[config.mk]
export PLATFORM = sky130hd
export DESIGN_NAME = puck_physics
export DESIGN_NICKNAME = d
export VERILOG_FILES = /design/src/rtl/puck_physics.sv
export SDC_FILE = /design/constraint.sdc
export NUM_CORES = 1
export LEC_CHECK = 0
export BUFFER_PORTS_ARGS = -buffer_cell sky130_fd_sc_hd__buf_2
export CORE_AREA = 10 10 338 340
export DETAILED_ROUTE_END_ITERATION = 10
export DIE_AREA = 0 0 348 350
export PLACE_DENSITY = 0.41
export SYNTH_ARGS = -nofsm -noshare
export SYNTH_HDL_FRONTEND = slang
export SYNTH_SLANG_ARGS = --single-unit
[constraint.sdc]
create_clock -name clk -period 22.2 [get_ports clk]
set_input_delay 0 -clock clk [delete_from_list [all_inputs] [get_ports clk]]
set_output_delay 0 -clock clk [all_outputs]
set_load 0.01 [all_outputs]
[src/rtl/puck_physics.sv]
// Air-hockey puck engine: advances, reflects and scores the puck once per frame tick.
// Define FRICTION_EN to decay velocity by one on every 16th processed tick.
module puck_physics #(
    parameter int X_MIN      = 235,
    parameter int X_MAX      = 693,
    parameter int Y_MIN      = 112,
    parameter int Y_MAX      = 430,
    parameter int GOAL_YLO   = 246,
    parameter int GOAL_YHI   = 296,
    parameter int CX         = 464,
    parameter int CY         = 271,
    parameter int HIT_R2     = 625,
    parameter int VMAX       = 7,
    parameter int HOLD_TICKS = 30,
    parameter int WIN_SCORE  = 7
) (
    input  logic       clk,
    input  logic       clr,
    input  logic       tick,
    input  logic [9:0] mal1_x,
    input  logic [9:0] mal1_y,
    input  logic [9:0] mal2_x,
    input  logic [9:0] mal2_y,
    output logic [9:0] puck_x,
    output logic [9:0] puck_y,
    output logic [3:0] score1,
    output logic [3:0] score2,
    output logic       goal,
    output logic       game_over
);
    typedef enum logic [2:0] {
        S_WAIT, S_ADV, S_WALL, S_HIT, S_COMMIT, S_HOLD, S_OVER
    } state_t;

    localparam logic signed [10:0] XMIN_S = 11'(X_MIN);
    localparam logic signed [10:0] XMAX_S = 11'(X_MAX);
    localparam logic signed [10:0] YMIN_S = 11'(Y_MIN);
    localparam logic signed [10:0] YMAX_S = 11'(Y_MAX);
    localparam logic signed [10:0] GYLO_S = 11'(GOAL_YLO);
    localparam logic signed [10:0] GYHI_S = 11'(GOAL_YHI);
    localparam logic signed [10:0] VMAX_S = 11'(VMAX);

    state_t             state_q, state_d;
    logic [9:0]         px_q, px_d, py_q, py_d;
    logic signed [4:0]  vx_q, vx_d, vy_q, vy_d, vx_e, vy_e;
    logic signed [10:0] nx_q, nx_d, ny_q, ny_d;
    logic [9:0]         m1x_q, m1x_d, m1y_q, m1y_d;
    logic [9:0]         m2x_q, m2x_d, m2y_q, m2y_d;
    logic [3:0]         s1_q, s1_d, s2_q, s2_d, s1_inc, s2_inc;
    logic               goal_q, goal_d;
    logic [4:0]         hcnt_q, hcnt_d;

    logic signed [10:0] nx_w, ny_w, dx1, dy1, dx2, dy2;
    logic signed [4:0]  vx_w, vy_w, vx_h, vy_h;
    logic               in_mouth, g1_w, g2_w, win_w, hold_done, c1, c2;

    function automatic logic [21:0] dist2(input logic signed [10:0] dx,
                                          input logic signed [10:0] dy);
        logic signed [21:0] ex, ey;
        ex = 22'(dx);
        ey = 22'(dy);
        return ex * ex + ey * ey;
    endfunction

    function automatic logic signed [4:0] sat(input logic signed [10:0] d);
        logic signed [10:0] s;
        s = d >>> 2;
        if (s > VMAX_S) return 5'(VMAX_S);
        else if (s < -VMAX_S) return 5'(-VMAX_S);
        return $signed(s[4:0]);
    endfunction

`ifdef FRICTION_EN
    logic [4:0] fcnt_q, fcnt_d;
    logic       fdec_q, fdec_d;

    function automatic logic signed [4:0] decay(input logic signed [4:0] v);
        if (v > 5'sd0) return v - 5'sd1;
        else if (v < 5'sd0) return v + 5'sd1;
        return v;
    endfunction

    // The decay flag is latched on the tick and consumed in ADV.
    always_comb begin
        fcnt_d = fcnt_q;
        fdec_d = fdec_q;
        if (state_q == S_WAIT && tick) begin
            fdec_d = (fcnt_q == 5'd15);
            fcnt_d = fdec_d ? 5'd0 : fcnt_q + 5'd1;
        end else if (state_q == S_WALL && (g1_w || g2_w)) begin
            fcnt_d = 5'd0;
            fdec_d = 1'b0;
        end
    end

    always_ff @(posedge clk or posedge clr) begin
        if (clr) begin
            fcnt_q <= 5'd0;
            fdec_q <= 1'b0;
        end else begin
            fcnt_q <= fcnt_d;
            fdec_q <= fdec_d;
        end
    end

    assign vx_e = fdec_q ? decay(vx_q) : vx_q;
    assign vy_e = fdec_q ? decay(vy_q) : vy_q;
`else
    assign vx_e = vx_q;
    assign vy_e = vy_q;
`endif

    // Y is clamped first so the goal-mouth test sees the clamped row.
    always_comb begin
        nx_w = nx_q;
        ny_w = ny_q;
        vx_w = vx_q;
        vy_w = vy_q;
        g1_w = 1'b0;
        g2_w = 1'b0;
        if (ny_q < YMIN_S) begin
            ny_w = YMIN_S;
            vy_w = -vy_q;
        end else if (ny_q > YMAX_S) begin
            ny_w = YMAX_S;
            vy_w = -vy_q;
        end
        in_mouth = (ny_w >= GYLO_S) && (ny_w <= GYHI_S);
        if (nx_q < XMIN_S) begin
            if (in_mouth) g2_w = 1'b1;
            else begin
                nx_w = XMIN_S;
                vx_w = -vx_q;
            end
        end else if (nx_q > XMAX_S) begin
            if (in_mouth) g1_w = 1'b1;
            else begin
                nx_w = XMAX_S;
                vx_w = -vx_q;
            end
        end
    end

    assign s1_inc    = (s1_q < 4'(WIN_SCORE)) ? s1_q + 4'd1 : s1_q;
    assign s2_inc    = (s2_q < 4'(WIN_SCORE)) ? s2_q + 4'd1 : s2_q;
    assign win_w     = g1_w ? (s1_inc == 4'(WIN_SCORE)) : (s2_inc == 4'(WIN_SCORE));
    assign hold_done = (hcnt_q == 5'(HOLD_TICKS - 1));

    assign dx1 = nx_q - $signed({1'b0, m1x_q});
    assign dy1 = ny_q - $signed({1'b0, m1y_q});
    assign dx2 = nx_q - $signed({1'b0, m2x_q});
    assign dy2 = ny_q - $signed({1'b0, m2y_q});
    assign c1  = dist2(dx1, dy1) < 22'(HIT_R2);
    assign c2  = dist2(dx2, dy2) < 22'(HIT_R2);

    // Mallet 1 has priority; a dead-centre hit still pushes the puck away.
    always_comb begin
        vx_h = vx_q;
        vy_h = vy_q;
        if (c1) begin
            vx_h = sat(dx1);
            vy_h = sat(dy1);
            if (vx_h == 5'sd0 && vy_h == 5'sd0) vx_h = 5'sd1;
        end else if (c2) begin
            vx_h = sat(dx2);
            vy_h = sat(dy2);
            if (vx_h == 5'sd0 && vy_h == 5'sd0) vx_h = -5'sd1;
        end
    end

    always_ff @(posedge clk or posedge clr) begin
        if (clr) state_q <= S_WAIT;
        else     state_q <= state_d;
    end

    always_comb begin
        state_d = state_q;
        unique case (state_q)
            S_WAIT:   if (tick) state_d = S_ADV;
            S_ADV:    state_d = S_WALL;
            S_WALL: begin
                if (g1_w || g2_w) state_d = win_w ? S_OVER : S_HOLD;
                else              state_d = S_HIT;
            end
            S_HIT:    state_d = S_COMMIT;
            S_COMMIT: state_d = S_WAIT;
            S_HOLD:   if (tick && hold_done) state_d = S_WAIT;
            S_OVER:   state_d = S_OVER;
            default:  state_d = S_WAIT;
        endcase
    end

    always_comb begin
        px_d   = px_q;
        py_d   = py_q;
        vx_d   = vx_q;
        vy_d   = vy_q;
        nx_d   = nx_q;
        ny_d   = ny_q;
        m1x_d  = m1x_q;
        m1y_d  = m1y_q;
        m2x_d  = m2x_q;
        m2y_d  = m2y_q;
        s1_d   = s1_q;
        s2_d   = s2_q;
        goal_d = 1'b0;
        hcnt_d = hcnt_q;
        unique case (state_q)
            S_ADV: begin
                vx_d  = vx_e;
                vy_d  = vy_e;
                nx_d  = $signed({1'b0, px_q}) + 11'(vx_e);
                ny_d  = $signed({1'b0, py_q}) + 11'(vy_e);
                m1x_d = mal1_x;
                m1y_d = mal1_y;
                m2x_d = mal2_x;
                m2y_d = mal2_y;
            end
            S_WALL: begin
                if (g1_w || g2_w) begin
                    s1_d   = g1_w ? s1_inc : s1_q;
                    s2_d   = g2_w ? s2_inc : s2_q;
                    goal_d = 1'b1;
                    px_d   = 10'(CX);
                    py_d   = 10'(CY);
                    vx_d   = 5'sd0;
                    vy_d   = 5'sd0;
                    hcnt_d = 5'd0;
                end else begin
                    nx_d = nx_w;
                    ny_d = ny_w;
                    vx_d = vx_w;
                    vy_d = vy_w;
                end
            end
            S_HIT: begin
                vx_d = vx_h;
                vy_d = vy_h;
            end
            S_COMMIT: begin
                px_d = nx_q[9:0];
                py_d = ny_q[9:0];
            end
            S_HOLD: if (tick) hcnt_d = hold_done ? 5'd0 : hcnt_q + 5'd1;
            default: ;
        endcase
    end

    always_ff @(posedge clk or posedge clr) begin
        if (clr) begin
            px_q   <= 10'(CX);
            py_q   <= 10'(CY);
            vx_q   <= 5'sd0;
            vy_q   <= 5'sd0;
            nx_q   <= 11'sd0;
            ny_q   <= 11'sd0;
            m1x_q  <= 10'd0;
            m1y_q  <= 10'd0;
            m2x_q  <= 10'd0;
            m2y_q  <= 10'd0;
            s1_q   <= 4'd0;
            s2_q   <= 4'd0;
            goal_q <= 1'b0;
            hcnt_q <= 5'd0;
        end else begin
            px_q   <= px_d;
            py_q   <= py_d;
            vx_q   <= vx_d;
            vy_q   <= vy_d;
            nx_q   <= nx_d;
            ny_q   <= ny_d;
            m1x_q  <= m1x_d;
            m1y_q  <= m1y_d;
            m2x_q  <= m2x_d;
            m2y_q  <= m2y_d;
            s1_q   <= s1_d;
            s2_q   <= s2_d;
            goal_q <= goal_d;
            hcnt_q <= hcnt_d;
        end
    end

    always_comb begin
        puck_x    = px_q;
        puck_y    = py_q;
        score1    = s1_q;
        score2    = s2_q;
        goal      = goal_q;
        game_over = (state_q == S_OVER);
    end
endmodule

After elaboration in Yosys (flattened, before gate mapping)
Cells that the tools add are included.
{"block": "totals", "regBits": 109, "latchBits": 0, "ram_bits": 0, "mem_bits_ro": 0, "inputBits": 43, "output_inout_bits": 30, "mem_count": 0}
{"block": "classes", "n_addsub": 13, "multipliers": 4, "div_mod_pow": 0, "order_cmp": 18, "eq_ne": 20, "shifts": 0, "n_mux": 79, "bitwise_logic": 0, "reduce_logical": 23}
{"op": "5-bit two-way mux", "count": 34}
{"op": "11-bit by 11-bit multiplier with 22-bit output", "count": 4}
{"op": "11-bit two-way mux", "count": 8}
{"op": "22-bit adder", "count": 2}
{"op": "22-bit by 10-bit < comparator with 1-bit output (second input constant)", "count": 2}
{"op": "11-bit case mux with 2 select lines", "count": 2}
{"op": "11-bit subtractor", "count": 4}
{"op": "10-bit case mux with 2 select lines", "count": 2}
{"op": "9-bit by 4-bit greater-than comparator with 1-bit output (second input constant)", "count": 4}
{"op": "9-bit by 4-bit < comparator with 1-bit output (second input constant)", "count": 4}
{"op": "5-bit case mux with 2 select lines", "count": 3}
{"op": "11-bit by 5-bit adder with 11-bit output", "count": 2}
{"op": "1-bit two-way mux", "count": 21}
{"op": "5-bit zero test", "count": 4}
{"op": "10-bit two-way mux", "count": 2}
{"op": "3-bit case mux with 6 select lines", "count": 1}
{"op": "3-bit AND reduction", "count": 5}
{"op": "3-bit inequality test (second input constant)", "count": 4}
{"op": "11-bit by 9-bit greater-or-equal comparator with 1-bit output (second input constant)", "count": 1}
{"op": "11-bit by 10-bit greater-than comparator with 1-bit output (second input constant)", "count": 1}
{"op": "11-bit greater-than comparator (second input constant)", "count": 1}
{"op": "11-bit by 10-bit less-or-equal comparator with 1-bit output (second input constant)", "count": 1}
{"op": "11-bit by 8-bit < comparator with 1-bit output (second input constant)", "count": 1}
{"op": "11-bit by 9-bit < comparator with 1-bit output (second input constant)", "count": 1}
{"op": "20 further kinds", "count": 43}

Depth between registers and ports, before layout
Gate-level depths: netlist (run 1).
{"block": "logic_depth", "depth_word": 15, "depth_mapped": 38, "depth_no_buf": 36}

Worst setup path after synthesis (run 1)
OpenSTA, ideal clock, no wires.
{"block": "synth_timing", "path_type": "register -> register", "startpoint": "register ny_q[0]", "endpoint": "register vx_q[2], in the netlist vx_e[2]", "setup_time_ns": 0.131, "arrival_time_ns": 9.138, "t_required_ns": 22.069, "setup_slack_ns": 12.931, "path_stages_with_launch": 34, "n_path_buf": 3, "path_cell_list": "dfrtp_1 > inv_1 > ha_1 > inv_1 > fa_1 > a211oi_1 > o21ai_0 > a31o_2 > a21oi_1 > xnor2_1 > clkbuf_1 > nor2_1 > inv_1 > fa_1 > fa_1 > inv_1 > fa_1 > fa_1 > fa_1 > fa_1 > inv_1 > fa_1 > inv_1 > ha_1 > clkbuf_1 > o21ai_0 > a2111oi_0 > nand3_1 > a32oi_1 > nand4_1 > a31o_1 > buf_2 > a21oi_1 > o32ai_2"}
{"block": "synth_via", "elab_chain_len": 15}
{"element": "from (decl)", "line": "46", "text": "logic signed [10:0] nx_q, nx_d, ny_q, ny_d;"}
{"element": "from (signal assigned)", "line": "271", "text": "ny_q <= ny_d;"}
{"element": "branches (longest 15 deep; another with 11-bit by 11-bit multiplier with 22-bit output)"}
{"element": "to (signal assigned)", "line": "268", "text": "vx_q <= vx_d;"}
{"element": "to (decl)", "line": "45", "text": "logic signed [4:0] vx_q, vx_d, vy_q, vy_d, vx_e, vy_e;"}
Parallel ways; which one is timed is not known. The select of a mux whose other input is x is not followed.
A chain may end at the register's enable or synchronous reset.

Worst setup path in the final report (run 1)
Ends and elaborated chain as after synthesis.

==> results of run 1 <==
## final cells by class
type / instances / share of cell area (%)
well taps: 1414 / 6.45
clock buffers: 12 / 0.935
clock inverters: 4 / 0.201
multi-input cells: 1878 / 69.1
inverters: 691 / 9.47
diodes: 1 / 0.00912
flip-flops and latches: 109 / 9.98
repair buffers: 151 / 3.84
## what timing repair did
action                                 4_1_cts  5_1_grt
resized for setup                            0        0
hold buffers                                40        0
setup buffers                                0        0
endpoints found under the hold margin       79        0
## worst paths after layout
path                       slack (ps)        end
setup reg to reg                11670    vx_e[2]
hold reg to reg                   490   m2x_q[0]
hold / removal                     60   m2y_q[0]
max in group asynchronous       20560    vy_e[2]
min in group asynchronous         250  score1[2]
setup / recovery                11670    vx_e[2]
## routing by layer
layer	vias to the layer above	share of wire, %	global-route usage [%]
li1	8694	-	-
met2	326	47	20.1
met3	43	3.3	1.12
met5	-	0	0
met4	0	1.3	1.81
met1	9063	49	17.0
## sequential cells by signal, summed over array words and instances, names as in the netlist
name and cells:
goal 1, hcnt_q 5, m1x_q 10, m1y_q 10, m2x_q 10, m2y_q 10, nx_q 11, ny_q 11
puck_x 10, puck_y 10, score1 4, score2 4, state_q 3, vx_e 5, vy_e 5
## critical path: cells and delay by family, from the launching register on
family / cells / cell delay [ps]
flip-flops: 1 / 390
buffers and inverters: 9 / 1280
AO/OA/AOI/OAI: 10 / 2310
XOR/XNOR: 1 / 80
adder cells (fa/ha/maj): 10 / 4580
AND/OR/NAND/NOR: 5 / 1730
## stage by stage
step           instance area [µm²]  utilization [%]  hold WS (ps)  worst slack [ps]
5_1_grt                      27400             25.5          52.5             10900
6_report                     27400             25.5          56.5             11670
3_3_place_gp                 26700             24.8           136             11650
2_1_floorplan                24500                -           105             12930
4_1_cts                      27400             25.5          32.7             11600
3_5_place_dp                 26700             24.8           139             11620
## synth_stat cells (all sizes together) (34+ instances only)
master,instances,area [µm²]
inv,683,2570
fa,474,9490
nand2,242,911
ha,226,2830
nor2,197,756
o21ai,134,671
a21oi,105,526
dfrtp,100,2500
xnor2,79,699
clkbuf,47,176
nor3,40,200
nand2b,34,213
## kinds of logic (layout without fill, tap and decap cells)
logic type      after synthesis  in the layout  synth area share [%]
other cells                   0              1                     0
compound gates              402            402                  10.2
fa+ha+maj                   700            700                  50.3
simple gates                656            656                  12.4
buf+inv                     744            858                  11.5
xor+xnor                    113            113                  4.13
flops                       109            109                  11.2
mux                           7              7                 0.322
==> run metrics, run 1 <==
Avg WL per Cell=17.0 µm; GRT Util Overall=12.0%; Skew-Pair Late Insertion Delay=370 ps; period utilisation layout=47.4%; fin cells=4260; setup TNS=0 ps; worst setup path class=reg -> reg; worst reg2reg path startpoint=ny_q[0]; # H-tree levels=3; hpwl dp=63000 µm; #FFs+latches synth=109; Max Slew Vio Count=0; Seq. cell area=2740 µm²; synth unique cells=91; width of the die=348 µm; Syn Inst Count=2731; vias per inst=4.25; CTS Buf Count=9; mapped cell area=24500 µm²; ys async rst share=100%; # DRC=0; Placed Cells=4203; Mapped Avg Cell Area=8.97 µm²; Area Growth Syn to Fin=12.1%; full die area=122000 µm²; max-cap violations=0; f_max=0.0950 GHz; CTS tree=done; sequential area share after synthesis=11.2%; clock skew=14.5 ps; first-pass GRT wire length=114000 µm; CP Launch Type=register; Iter 0 DRT Violations=1003; slowest CP cell=fa_1; most frequent cells in the layout=inv_1, fa_1, nand2_1, ha_1, nor2_1; vias=18100; initial core utilization=22.7%; unrepaired setup endpoints after global routing=false; Max clock buf depth=2; status=finished, final reports clean; CP Max Fanout=13; Final Hold Viols=0; CTS clk-pin slew, worst paths=80 ps; Tmin final=10530 ps; initial antenna violation count=2; Site Rows=121; Post-synth EDFFs=0; Worst EP arrival=10770 ps; Worst Hold Launch=mal2_y[0]; Fillers=11800; total wire length=72600 µm; pin count of the biggest net entering global routing=68; number of global-route vias before repair=19300; Slew @ Worst Pin=1010 ps; aggregate global routing overflow=0; Routed Antenna Nets=0; WHS Path Cells=3; share of cells above drive strength 1=5.98%; final setup fails=0; Min-Delay Path Class=in -> reg; drt first pass iters=5; CTS root buffer=clkbuf_16; IO Port Bufs=72; Max transition margin=32.5%; footprint of the multi-input gates=19000 µm²; CP peak stage delay=630 ps; Net Count, Synth=3474; commonest non-fill, non-tap cell in the layout=inv_1; clock sinks=109; Req. time, crit path=22440 ps; Ys Warns=0; Post-layout nets=3583; I/O Pins=73; Worst Reg-to-Reg Cells=35; CP endpoint kind=register; core area=108000 µm²; Final GP Congestion=0.828; CP startpoint=ny_q[0]; die height=350 µm; Primary FF master, synth=dfrtp_1
Power of run 1 is not shown: default switching activity piles up to over one toggle a cycle in this logic, so the estimate is an artifact.
==> run 2: changes to the inputs <==
clock period = 10.4 ns   (was 22.2 ns; I/O delays follow)
==> run metrics, run 2 (synthesis gave the netlist of run 1 again) <==
pin count of the biggest net entering global routing=81 (was 68); Fillers=11800 (about the same); Post-layout nets=3616 (was 3583); Iter 0 DRT Violations=1142 (was 1003); CTS clk-pin slew, worst paths=90 ps (was 80 ps); I/O Pins=73 (unchanged); Avg WL per Cell=16.8 µm (was 17.0 µm); worst reg2reg path startpoint=nx_q[0] (was ny_q[0]); Tmin final=9870 ps (was 10530 ps); commonest non-fill, non-tap cell in the layout=inv_1 (unchanged); WHS Path Cells=4 (was 3); initial core utilization=22.7% (unchanged); Max clock buf depth=2 (unchanged); Worst EP arrival=10110 ps (was 10770 ps); Routed Antenna Nets=0 (unchanged); IO Port Bufs=72 (unchanged); CP peak stage delay=660 ps (was 630 ps); footprint of the multi-input gates=19000 µm² (about the same); drt first pass iters=6 (was 5); core area=108000 µm² (unchanged); Area Growth Syn to Fin=13.4% (was 12.1%); Largest regs=nx_q (11), ny_q (11) (unchanged); Slew @ Worst Pin=1080 ps (was 1010 ps); vias=18200 (was 18100); delay-heaviest family, CP=adder cells (unchanged); CP Max Fanout=6 (was 13); max-cap violations=0 (unchanged); Seq. cell area=2740 µm² (unchanged); initial antenna violation count=7 (was 2); CP endpoint kind=register (unchanged); period utilisation layout=94.9% (was 47.4%); Worst Reg-to-Reg Cells=36 (was 35); width of the die=348 µm (unchanged); CTS root buffer=clkbuf_16 (unchanged); Site Rows=121 (unchanged); CP Launch Type=register (unchanged); Min-Delay Path Class=in -> reg (unchanged); wire length on met1=35600 µm (was 35500 µm); Max transition margin=27.8% (was 32.5%); Hold EP=state_q[2] (was m2y_q[0]); most frequent cells in the layout=inv_1, fa_1, nand2_1, ha_1, nor2_1 (unchanged); slowest CP cell=fa_2 (was fa_1); CTS tree=done (unchanged); worst setup path class=reg -> reg (unchanged); flop2flop setup slack=530 ps (was 11670 ps); share of cells above drive strength 1=7.51% (was 5.98%); aggregate global routing overflow=0 (unchanged); clock sinks=109 (unchanged); Finished Core Util=25.8% (was 25.5%); # DRC=0 (unchanged); Met3 Wirelength=2580 µm (was 2420 µm); die height=350 µm (unchanged); Final Hold Viols=0 (unchanged); CTS Buf Count=9 (unchanged); hpwl dp=62700 µm (was 63000 µm); Final GP Congestion=0.823 (was 0.828); status=finished, final reports clean (unchanged); f_max=0.101 GHz (was 0.0950 GHz); Max Slew Vio Count=0 (unchanged); top layer in use=met5 (was met4); Met2 Routed Length=33200 µm (was 33800 µm); Crit path buffers/inverters=9 (unchanged); vias per inst=4.25 (about the same); clock skew=14.6 ps (was 14.5 ps); # H-tree levels=3 (unchanged); number of global-route vias before repair=19600 (was 19300); total wire length=72100 µm (was 72600 µm); full die area=122000 µm² (unchanged); first-pass GRT wire length=116000 µm (was 114000 µm); final setup fails=0 (unchanged); GRT Util Overall=12.0% (about the same); Req. time, crit path=10640 ps (was 22440 ps); Crit Reg-Reg Endpoint=vx_e[2] (unchanged); Skew-Pair Late Insertion Delay=370 ps (about the same); Worst Hold Launch=tick (was mal2_y[0])
## run 2: stage by stage
| stage | cells | hold WS, ps | setup slack, ps | area, µm² | TNS, ps |
|---|---|---|---|---|---|
| finish | 4293 | 75.8 | 525 | 27800 | 0 |
| CTS | 4283 | 56.1 | 28.5 | 27600 | 0 |
| global route | 4292 | 160 | -34.4 | 27800 | -57.2 |
| detailed placement | 4226 | 145 | 96.5 | 26900 | 0 |
| floorplan | 2731 | 105 | 1130 | 24500 | 0 |
| global placement | 4226 | 149 | 108 | 26900 | 0 |
## run 2: what timing repair did
item / 4_1_cts / 5_1_grt
resized for setup: 0 / 15
endpoints found under the hold margin: 83 / 0
setup buffers: 0 / 9
hold buffers: 41 / 0
endpoints found under the setup margin: 0 / 10
## run 2: how the worst max path moves through the flow
stage                  from  depth (start not counted)  slack, ps      end
global route        nx_q[0]                         36        -30  vx_e[2]
finish              nx_q[0]                         36        530  vx_e[2]
CTS                 nx_q[0]                         35         30  vx_e[2]
floorplan           ny_q[0]                         33       1130  vx_e[2]
global placement    nx_q[0]                         35        110  vx_e[2]
detailed placement  nx_q[0]                         35        100  vx_e[2]
## run 2: worst reg2reg max path: cells and delay by family, from the launching register on
kind,cells,cell delay [ps]
buffers and inverters,9,1040
adders and majority gates,10,4820
AOI/OAI and AO/OA,10,1740
DFF,1,410
xor gates and xnor gates,1,210
and+or+nand+nor,6,1540
## run 2: area by class of cell
cell class / count / share of cell area, %
multi-input cells: 1878 / 68.5
flip-flops and latches: 109 / 9.86
inverters: 691 / 9.38
well taps: 1414 / 6.37
repair buffers: 184 / 4.75
clock buffers: 9 / 0.811
clock inverters: 7 / 0.324
diodes: 1 / 0.00901
## run 2: layer usage
metal / global-route usage, % / vias up
met1: 17.4 / 9169
met4: 1.33 / 8
met2: 19.7 / 274
met5: 0 / -
li1: - / 8763
met3: 1.37 / 33
Power of run 2 is left out for the same reason.
==> run 3: changes to the inputs <==
BUFFER_PORTS_ARGS = -buffer_cell sky130_fd_sc_hd__clkbuf_2   (was -buffer_cell sky130_fd_sc_hd__buf_2)
CORE_AREA = 3 3 331 333   (was 10 10 338 340)
DIE_AREA = 0 0 334 336   (was 0 0 348 350)
clock period = 11.8 ns   (was 10.4 ns; I/O delays follow)
==> run metrics, run 3 (synthesis gave the netlist of run 1 again) <==
flop2flop setup slack=920 ps (was 530 ps); CTS Buf Count=9 (unchanged); # H-tree levels=3 (unchanged); Finished Core Util=25.7% (was 25.8%); post_cts resized=0 (unchanged); width of the die=334 µm (was 348 µm); Slew @ Worst Pin=1140 ps (was 1080 ps); hold_buf cts=41 (unchanged); CTS clk-pin slew, worst paths=90 ps (about the same); Area Growth Syn to Fin=12.2% (was 13.4%); Skew-Pair Late Insertion Delay=400 ps (was 370 ps); clock skew=18.5 ps (was 14.6 ps); Iter 0 DRT Violations=885 (was 1142); Fin Hold WS=19.5 ps (was 75.8 ps); CP peak stage delay=880 ps (was 660 ps); number of global-route vias before repair=19400 (was 19600); first-pass GRT wire length=114000 µm (was 116000 µm); CTS root buffer=clkbuf_16 (unchanged); IO Port Bufs=72 (unchanged); final setup fails=0 (unchanged); CP endpoint kind=register (unchanged); unrepaired setup endpoints after global routing=false; share of cells above drive strength 1=6.17% (was 7.51%); delay-heaviest family, CP=adder cells (unchanged); hpwl dp=63300 µm (was 62700 µm); CP Max Fanout=13 (was 6); pin count of the biggest net entering global routing=71 (was 81); Final Hold Viols=0 (unchanged); CTS tree=done (unchanged); drt first pass iters=5 (was 6); Routed Antenna Nets=0 (unchanged); GRT Util Overall=13.2% (was 12.0%); period utilisation layout=92.2% (was 94.9%); Post-layout nets=3590 (was 3616); aggregate global routing overflow=0 (unchanged); initial core utilization=22.9% (was 22.7%); total wire length=72500 µm (was 72100 µm); # DRC=0 (unchanged); Largest regs=nx_q (11), ny_q (11) (unchanged); vias per inst=4.28 (was 4.25); Min-Delay Path Class=in -> reg (unchanged); Site Rows=120 (was 121); Avg WL per Cell=17.0 µm (was 16.8 µm); Final GP Congestion=0.854 (was 0.823); Crit path buffers/inverters=8 (was 9); CP Launch Type=register (unchanged); vias=18200 (about the same); Max Slew Vio Count=0 (unchanged); I/O Pins=73 (unchanged); clock sinks=109 (unchanged); max-cap violations=0 (unchanged); die height=336 µm (was 350 µm); Worst EP arrival=11160 ps (was 10110 ps); setup TNS=0 ps (unchanged); worst setup path class=reg -> reg (unchanged); Tmin final=10880 ps (was 9870 ps); initial antenna violation count=0 (was 7); Max clock buf depth=2 (unchanged); ant diodes=0 (was 1); post-CTS setup buffer count=0 (unchanged); Max transition margin=23.7% (was 27.8%); full die area=112000 µm² (was 122000 µm²); status=finished, final reports clean (unchanged); Req. time, crit path=12090 ps (was 10640 ps); most frequent cells in the layout=inv_1, fa_1, nand2_1, ha_1, nor2_1 (unchanged); core area=107000 µm² (was 108000 µm²); slowest CP cell=nor4_1 (was fa_2); f_max=0.0919 GHz (was 0.101 GHz); commonest non-fill, non-tap cell in the layout=inv_1 (unchanged)
==> run 3: cell count changes in the layout (fill, tap and decap cells not counted), sizes merged <==
cell      delta
diode        -1
clkbuf      +72
clkinvlp     -2
buf         -98
inv          +1
bufinv       -1
clkinv       +2
==> run 3: final cells by class <==
| class | count | area, µm² |
|---|---|---|
| Fill cell | 11700 | 79400 |
| Multi-Input combinational cell | 1878 | 19000 |
| Sequential cell | 109 | 2740 |
| Inverter | 691 | 2600 |
| Tap cell | 1403 | 1760 |
| Timing Repair Buffer | 158 | 1110 |
| Clock buffer | 9 | 225 |
| Clock inverter | 7 | 80.1 |
==> run 3: final timing paths <==
path	startpoint	endpoint	depth (start not counted)
worst min-delay path	tick	state_q[2]	4
worst min register to register	m1y_q[0]	m1y_q[0]	2
min in group asynchronous	clr	m1y_q[9]	3
worst max register to register	ny_q[0]	vy_e[4]	34
worst max-delay path	ny_q[0]	vy_e[4]	34
max in group asynchronous	clr	m1y_q[2]	4
==> run 3: worst register-to-register path: cells and delay by family (launching register included) <==
family                     cells  cell delay, ps
xor gates and xnor gates       1             450
and+or+nand+nor                5            2350
buffers and inverters          8            1200
AOI/OAI and AO/OA              9            1690
muxes                          1             320
adders and majority gates     10            4370
DFF                            1             400
==> run 3: metrics by stage <==
stage / setup slack [ps] / instance area [µm²] / instances
floorplan: 2530 / 24500 / 2731
global placement: 1370 / 26800 / 4198
detailed placement: 1060 / 26800 / 4198
CTS: 1050 / 27500 / 4255
global route: 297 / 27500 / 4255
finish: 924 / 27500 / 4255
==> run 3: metal layers <==
layer | global-route usage [%] | wire (µm) | vias to the layer above
li1 | - | - | 8708
met1 | 19.1 | 35400 | 9125
met3 | 1.63 | 2850 | 34
met5 | 0 | 0 | -
met2 | 21.5 | 33300 | 349
met4 | 2.10 | 987 | 0
Power of run 3 is left out for the same reason.
